File: src/rtl/fft_addr_ctrl_pkg.sv
// Shared types and size helpers for the in-place radix-2 FFT address controller.
package fft_pkg;

    typedef enum logic [1:0] {
        ST_IDLE  = 2'd0,
        ST_READ  = 2'd1,
        ST_DRAIN = 2'd2,
        ST_DONE  = 2'd3
    } fft_state_e;

    // Address width for an n-point transform.
    function automatic int unsigned addr_w(input int unsigned n);
        return $clog2(n);
    endfunction

    // Number of radix-2 stages for an n-point transform.
    function automatic int unsigned num_stages(input int unsigned n);
        return $clog2(n);
    endfunction

endpackage

File: src/rtl/fft_addr_ctrl_if.sv
// Control/address bundle between the FFT sequencer and the cRAM/butterfly side.
interface fft_addr_ctrl_if
    import fft_pkg::*;
#(
    parameter int unsigned N = 16
) ();
    localparam int unsigned ADDR_W = addr_w(N);

    logic              start;
    logic              busy;
    logic              done;
    logic              sel;
    logic [ADDR_W-1:0] read_address1;
    logic [ADDR_W-1:0] read_address2;
    logic              rd_valid;
    logic [ADDR_W-2:0] tw_index;
    logic [ADDR_W-1:0] write_address1;
    logic [ADDR_W-1:0] write_address2;
    logic              wr_en;

    modport master (
        output start,
        input  busy, done, sel, read_address1, read_address2, rd_valid,
               tw_index, write_address1, write_address2, wr_en
    );

    modport slave (
        input  start,
        output busy, done, sel, read_address1, read_address2, rd_valid,
               tw_index, write_address1, write_address2, wr_en
    );
endinterface

File: src/rtl/fft_addr_ctrl_delay_line.sv
// Fixed-depth register pipeline with synchronous clear; carries the write path.
module delay_line #(
    parameter int unsigned WIDTH = 1,
    parameter int unsigned DEPTH = 1
) (
    input  logic             clk,
    input  logic             rst,
    input  logic [WIDTH-1:0] d_i,
    output logic [WIDTH-1:0] q_o
);
    logic [WIDTH-1:0] pipe_q [DEPTH];

    always_ff @(posedge clk) begin
        if (rst) begin
            for (int unsigned i = 0; i < DEPTH; i++) begin
                pipe_q[i] <= '0;
            end
        end else begin
            pipe_q[0] <= d_i;
            for (int unsigned i = 1; i < DEPTH; i++) begin
                pipe_q[i] <= pipe_q[i-1];
            end
        end
    end

    assign q_o = pipe_q[DEPTH-1];
endmodule

File: src/rtl/fft_addr_ctrl.sv
// In-place radix-2 DIT FFT address sequencer: walks stages/butterflies, issues
// read pairs and twiddle index, and replays the pairs as writes after the datapath latency.
module fft_addr_ctrl
    import fft_pkg::*;
#(
    parameter int unsigned N          = 16,
    parameter int unsigned BF_LATENCY = 2
) (
    input  logic           clk,
    input  logic           rst,
    fft_addr_ctrl_if.slave bus
);
    localparam int unsigned ADDR_W = addr_w(N);
    localparam int unsigned L      = num_stages(N);
    localparam int unsigned B_W    = ADDR_W - 1;
    localparam int unsigned S_W    = (L > 2) ? $clog2(L) : 1;
    localparam int unsigned CNT_W  = (BF_LATENCY > 1) ? $clog2(BF_LATENCY) : 1;
    localparam int unsigned DL_W   = 1 + 2 * ADDR_W;

    localparam logic [B_W-1:0]   B_LAST   = B_W'(N / 2 - 1);
    localparam logic [S_W-1:0]   S_LAST   = S_W'(L - 1);
    localparam logic [CNT_W-1:0] CNT_LAST = CNT_W'(BF_LATENCY - 1);

    fft_state_e        state_q, state_d;
    logic [S_W-1:0]    s_q, s_d;
    logic [B_W-1:0]    b_q, b_d;
    logic [CNT_W-1:0]  cnt_q, cnt_d;
    logic              busy_q, busy_d;
    logic              done_q, done_d;
    logic              rd_valid_q, rd_valid_d;
    logic [ADDR_W-1:0] ra1_q, ra1_d;
    logic [ADDR_W-1:0] ra2_q, ra2_d;
    logic [B_W-1:0]    tw_q, tw_d;

    logic [B_W-1:0]    mask_w, pos_w, grp_w, tw_w;
    logic [ADDR_W-1:0] span_w, addr1_w;
    logic [DL_W-1:0]   wr_bus_w;

    // Next state, loop counters and registered-output values.
    always_comb begin
        state_d    = state_q;
        s_d        = s_q;
        b_d        = b_q;
        cnt_d      = cnt_q;
        unique case (state_q)
            ST_IDLE: begin
                if (bus.start) begin
                    state_d = ST_READ;
                    s_d     = '0;
                    b_d     = '0;
                end
            end
            ST_READ: begin
                if (b_q == B_LAST) begin
                    state_d = ST_DRAIN;
                    cnt_d   = '0;
                end else begin
                    b_d = b_q + B_W'(1);
                end
            end
            ST_DRAIN: begin
                if (cnt_q == CNT_LAST) begin
                    if (s_q == S_LAST) begin
                        state_d = ST_DONE;
                    end else begin
                        state_d = ST_READ;
                        s_d     = s_q + S_W'(1);
                        b_d     = '0;
                    end
                end else begin
                    cnt_d = cnt_q + CNT_W'(1);
                end
            end
            ST_DONE: state_d = ST_IDLE;
            default: state_d = ST_IDLE;
        endcase

        rd_valid_d = (state_d == ST_READ);
        busy_d     = (state_d == ST_READ) || (state_d == ST_DRAIN);
        done_d     = (state_d == ST_DONE);
        ra1_d      = rd_valid_d ? addr1_w : '0;
        ra2_d      = rd_valid_d ? (addr1_w + span_w) : '0;
        tw_d       = rd_valid_d ? tw_w : '0;
    end

    // Butterfly b of stage s: group base plus offset within the span.
    always_comb begin
        mask_w  = ~({B_W{1'b1}} << s_d);
        pos_w   = b_d & mask_w;
        grp_w   = b_d >> s_d;
        span_w  = ADDR_W'(1) << s_d;
        addr1_w = (({1'b0, grp_w} << s_d) << 1) | {1'b0, pos_w};
        tw_w    = pos_w << (S_LAST - s_d);
    end

    always_ff @(posedge clk) begin
        if (rst) begin
            state_q    <= ST_IDLE;
            s_q        <= '0;
            b_q        <= '0;
            cnt_q      <= '0;
            busy_q     <= 1'b0;
            done_q     <= 1'b0;
            rd_valid_q <= 1'b0;
            ra1_q      <= '0;
            ra2_q      <= '0;
            tw_q       <= '0;
        end else begin
            state_q    <= state_d;
            s_q        <= s_d;
            b_q        <= b_d;
            cnt_q      <= cnt_d;
            busy_q     <= busy_d;
            done_q     <= done_d;
            rd_valid_q <= rd_valid_d;
            ra1_q      <= ra1_d;
            ra2_q      <= ra2_d;
            tw_q       <= tw_d;
        end
    end

    delay_line #(
        .WIDTH (DL_W),
        .DEPTH (BF_LATENCY)
    ) u_wr_delay (
        .clk (clk),
        .rst (rst),
        .d_i ({rd_valid_q, ra1_q, ra2_q}),
        .q_o (wr_bus_w)
    );

    assign bus.busy           = busy_q;
    assign bus.sel            = busy_q;
    assign bus.done           = done_q;
    assign bus.rd_valid       = rd_valid_q;
    assign bus.read_address1  = ra1_q;
    assign bus.read_address2  = ra2_q;
    assign bus.tw_index       = tw_q;
    assign bus.wr_en          = wr_bus_w[DL_W-1];
    assign bus.write_address1 = wr_bus_w[2*ADDR_W-1:ADDR_W];
    assign bus.write_address2 = wr_bus_w[ADDR_W-1:0];
endmodule
File: src/flat_wrapper.sv
// flat-port wrapper written by rule: the top's interface ports become plain ports
module fft_addr_ctrl_flat import fft_pkg::*;
#(
    parameter int unsigned N          = 16,
    parameter int unsigned BF_LATENCY = 2
)
  (clk, rst, bus_start, bus_busy, bus_done, bus_sel, bus_read_address1, bus_read_address2, bus_rd_valid, bus_tw_index, bus_write_address1, bus_write_address2, bus_wr_en);
  fft_addr_ctrl_if #(.N(N)) bus_i ();
  input  logic clk;
  input  logic rst;
  input wire logic [$bits(bus_i.start)-1:0] bus_start;
  output wire logic [$bits(bus_i.busy)-1:0] bus_busy;
  output wire logic [$bits(bus_i.done)-1:0] bus_done;
  output wire logic [$bits(bus_i.sel)-1:0] bus_sel;
  output wire logic [$bits(bus_i.read_address1)-1:0] bus_read_address1;
  output wire logic [$bits(bus_i.read_address2)-1:0] bus_read_address2;
  output wire logic [$bits(bus_i.rd_valid)-1:0] bus_rd_valid;
  output wire logic [$bits(bus_i.tw_index)-1:0] bus_tw_index;
  output wire logic [$bits(bus_i.write_address1)-1:0] bus_write_address1;
  output wire logic [$bits(bus_i.write_address2)-1:0] bus_write_address2;
  output wire logic [$bits(bus_i.wr_en)-1:0] bus_wr_en;
  assign bus_i.start = bus_start;
  assign bus_busy = bus_i.busy;
  assign bus_done = bus_i.done;
  assign bus_sel = bus_i.sel;
  assign bus_read_address1 = bus_i.read_address1;
  assign bus_read_address2 = bus_i.read_address2;
  assign bus_rd_valid = bus_i.rd_valid;
  assign bus_tw_index = bus_i.tw_index;
  assign bus_write_address1 = bus_i.write_address1;
  assign bus_write_address2 = bus_i.write_address2;
  assign bus_wr_en = bus_i.wr_en;
  fft_addr_ctrl #(.N(N), .BF_LATENCY(BF_LATENCY)) u_core (.clk(clk), .rst(rst), .bus(bus_i));
endmodule
File: config.mk
export PLATFORM = sky130hd
export DESIGN_NAME = fft_addr_ctrl_flat
export DESIGN_NICKNAME = d
export VERILOG_FILES = /design/src/rtl/fft_addr_ctrl_pkg.sv /design/src/rtl/fft_addr_ctrl_if.sv /design/src/rtl/fft_addr_ctrl_delay_line.sv /design/src/rtl/fft_addr_ctrl.sv /design/src/flat_wrapper.sv
export SDC_FILE = /design/constraint.sdc
export NUM_CORES = 1
export LEC_CHECK = 0
export BUFFER_PORTS_ARGS = -buffer_cell sky130_fd_sc_hd__buf_2
export CAP_MARGIN = 20
export CORE_MARGIN = 4
export CORE_UTILIZATION = 54
export DETAILED_ROUTE_END_ITERATION = 6
export GPL_TIMING_DRIVEN = 0
export MAX_ROUTING_LAYER = met4
export PLACE_DENSITY_LB_ADDON = 0.12
export SLEW_MARGIN = 20
export SYNTH_ARGS = -nofsm -noshare
export SYNTH_HDL_FRONTEND = slang
export SYNTH_SLANG_ARGS = --single-unit
export TNS_END_PERCENT = 50
File: constraint.sdc
create_clock -name clk -period 2.9 [get_ports clk]
set_input_delay 0.29 -clock clk [delete_from_list [all_inputs] [get_ports clk]]
set_output_delay 0.29 -clock clk [all_outputs]
set_load 0.05 [all_outputs]
==> qor.yml <==
vias: 1140
tritoncts_buffers: 5
cts.clk_slew.worst_paths_ps: 120
core-area_mm2: 0.002758
gp_congestion: 0.7931
worst_setup_path_start: "u_core.b_q[0]"
final_core_utilization_pct: 66.02
power_density_mw_per_mm2: 568.3
dpl-instance-area_mm2: 0.001740
worst_setup_path_start_kind: "flop"
ys_top_cells_by_area: "dfxtp_1 51%, nor2b_1 8.8%, buf_4 4.8%, ha_1 4.0%, nor2_1 3.8%"
crit_required_ps: 3190
ff_latch_area_um2: 800.8
worst-path-max-fanout: 6
post_synth_instance_area_mm2: 0.001572
cts_resized: 0
grt_overflow_total: 0
multi_input_comb_area_um2: 649.4
hpwl_mm: 1.974
crit_end: "u_core.bus.read_address2[3]"
skew_ps: 8.499
worst_setup_path_end_kind: "flop"
layout-area-overhead-vs-synth_pct: 15.84
worst_ep_arrival_time_ps: 2920
postCtsHoldBufs: 0
floorplan.io_pins: 27
ratio_of_cells_with_drive_above_1_in_the_final_layout_pct: 27.60
synth_top_area_cell: "dfxtp_1"
chipHeight_um: 61.95
drt_pass1_iterations: 4
floorplan.initialDensity_pct: 56.99
rr_endpoint: "u_core.bus.read_address2[3]"
final_cells: 223
power.leakage_nw: 0.8639
ctsRootBufferMaster: "clkbuf_4"
post_cts.repair.setup_buffers: 0
num_rows: 19
ys_types: 37
worst-r2r-setup-slack_ps: 270
timing.hold.ws_ps: 403.3
yosys_register_bits: 40
highest-signal-layer: "met4"
path_class: "flop to flop"
routedWlPerCell_um: 11.66
dr_wl_met2_mm: 1.201
synthesis.nets: 167
ctsHtreeMaxLevel: 2
layout.filler_cells: 242
antenna_found_initial: 0
detail_route.vias_per_cell: 5.112
timing.final.crit_share_pct: 90.82
detail_route.wirelength_mm: 2.601
ys.warnings.count: 0
yosysTopAreaCellShare_pct: 50.96
hold_viol_final: 0
io_buffers: 26
clock_tree.buffer_depth: 2
synthesis.instances: 158
vdd_drop_max_mv: 0.4714
drcViolationCount: 0
antenna_cells: 0
ys.flop_type: "dfxtp_1"
clock.fmax_mhz: 379.7
synth_enable_flop_cells: 0
grt_setup_unrepaired: "false"
num-nets-final: 200
grt_pass1_wl_mm: 4.388
final_max_slew_viol_count: 0
rr_worst_depth: 9
post-route-cell-area_mm2: 0.001821
met3RoutedLength_um: 209
cts_tree: "yes"
r2r_start: "u_core.b_q[0]"
final_antenna_net_count: 0
clk_latency_ps: 350
layout_min_cycle_time_ps: 2634
placed_cells_incl_taps: 215
timing.max_cap.violations: 0
final-setup-viol-count: 0
ys_async_sr_fraction_pct: 0
synthesis.area_per_instance_um2: 9.946
floorplan.die.width_um: 61.95
wl_met1_mm: 1.149
grt_pass1_vias: 997
drt_first_iter_violations: 28
maximum_number_of_pins_on_one_net_before_global_route_repair: 14
status: "finished clean"
die-area_mm2: 0.003837
ys_seq_area_share_pct: 50.96
grtUsageTotal_pct: 16.63
hold_class: "input pin to flop"
setup_tns_ps: 0
clkSinkCount: 40
==> cells by family (layout without fill, tap and decap cells) <==
| logic type | Yosys count | in the layout | share of synthesized area [%] |
|---|---|---|---|
| flops | 40 | 40 | 50.96 |
| simple gates | 58 | 58 | 20.38 |
| xor+xnor | 1 | 1 | 0.5574 |
| other cells | 1 | 1 | 0.2386 |
| mux | 2 | 2 | 1.433 |
| buf+inv | 22 | 56 | 7.723 |
| compound gates | 28 | 28 | 13.46 |
| fa+ha+maj | 6 | 6 | 5.255 |
==> per-layer routing <==
metal	GRT usage, %	up-vias
met5	-	-
met4	9.091	0
met3	5.165	6
met2	24.41	36
met1	20.18	515
li1	-	583
==> critical path: stages (launching register included) <==
cell and delay (ps):
dfxtp_1 340, ha_1 230, a21oi_1 210, mux2_2 350
a21oi_1 390, a21oi_1 140, ha_1 330, a21oi_1 100
or4_1 390, o21ai_1 80
==> synth_stat cells, drive strengths merged, types with 2 or more instances <==
library cell  number
mux2               2
clkbuf             5
nand2b             3
inv                6
nor3               4
o21ai              4
and2               3
nor2b             22
nor2              16
buf               11
dfxtp             40
a211oi             2
ha                 5
nand2              3
a21oi             10
a221oi             2
o22a               2
a2111oi            2
==> placed cells by master, fill, tap and decap left out, types with 2 or more instances in the layout <==
cell type | synthesis | routed
nor2b_1 | 22 | 22
inv_1 | 6 | 6
nand2_1 | 3 | 3
nor2_1 | 16 | 16
a211oi_1 | 2 | 2
o22a_1 | 2 | 2
dfxtp_1 | 40 | 40
clkbuf_1 | 5 | 5
buf_2 | 1 | 27
buf_4 | 10 | 10
and2_1 | 3 | 3
ha_1 | 5 | 5
nor3_1 | 4 | 4
mux2_2 | 2 | 2
a21oi_1 | 10 | 10
clkbuf_4 | 0 | 5
a2111oi_2 | 2 | 2
nand2b_1 | 3 | 3
o21ai_0 | 3 | 3
==> registers in the layout, summed over array words and instances (netlist names) <==
name                      cells
u_core.s_q                    2
u_core.bus.tw_index           3
u_core.bus.rd_valid           1
u_core.b_q                    3
u_core.u_wr_delay.pipe_q     18
u_core.state_q                2
u_core.bus.busy               1
u_core.bus.done               1
u_core.cnt_q                  1
u_core.bus.read_address2      4
u_core.bus.read_address1      4
==> power breakdown <==
group | internal (mW) | switching [mW] | total [mW]
Clock | 0.180 | 0.183 | 0.362
Sequential | 0.564 | 0.00542 | 0.569
Combinational | 0.0299 | 0.0732 | 0.103
==> stage by stage <==
step | worst slack (ps) | power [mW]
after global routing | 129.4 | 1.078
after CTS | 274.9 | 1.044
after detailed placement | 312.7 | 0.6853
after floorplan | 567.8 | 0.6630
final | 266.4 | 1.035
after global placement | 342.1 | 0.6834
==> worst min-delay path by stage <==
stage          slack, ps  cells past startpoint                              end                           start
2_1_floorplan        410                      1  u_core.u_wr_delay.pipe_q[0][10]  u_core.u_wr_delay.pipe_q[0][1]
3_5_place_dp         420                      1   u_core.u_wr_delay.pipe_q[0][9]  u_core.u_wr_delay.pipe_q[0][0]
4_1_cts              390                      4      u_core.bus.read_address2[3]                             rst
6_report             400                      4      u_core.bus.read_address2[3]                             rst
3_3_place_gp         420                      1  u_core.u_wr_delay.pipe_q[0][17]  u_core.u_wr_delay.pipe_q[0][8]
5_1_grt              430                      4      u_core.bus.read_address2[3]                             rst
==> final cells by class <==
type,instances,area share [%]
clock buffers,5,2.062
clock inverters,3,2.337
well taps,31,2.131
plain buffers,16,5.430
repair buffers,26,7.148
flip-flops and latches,40,43.99
inverters,6,1.237
multi-input cells,96,35.67
Note: power is estimated with default switching activity, not from simulation.
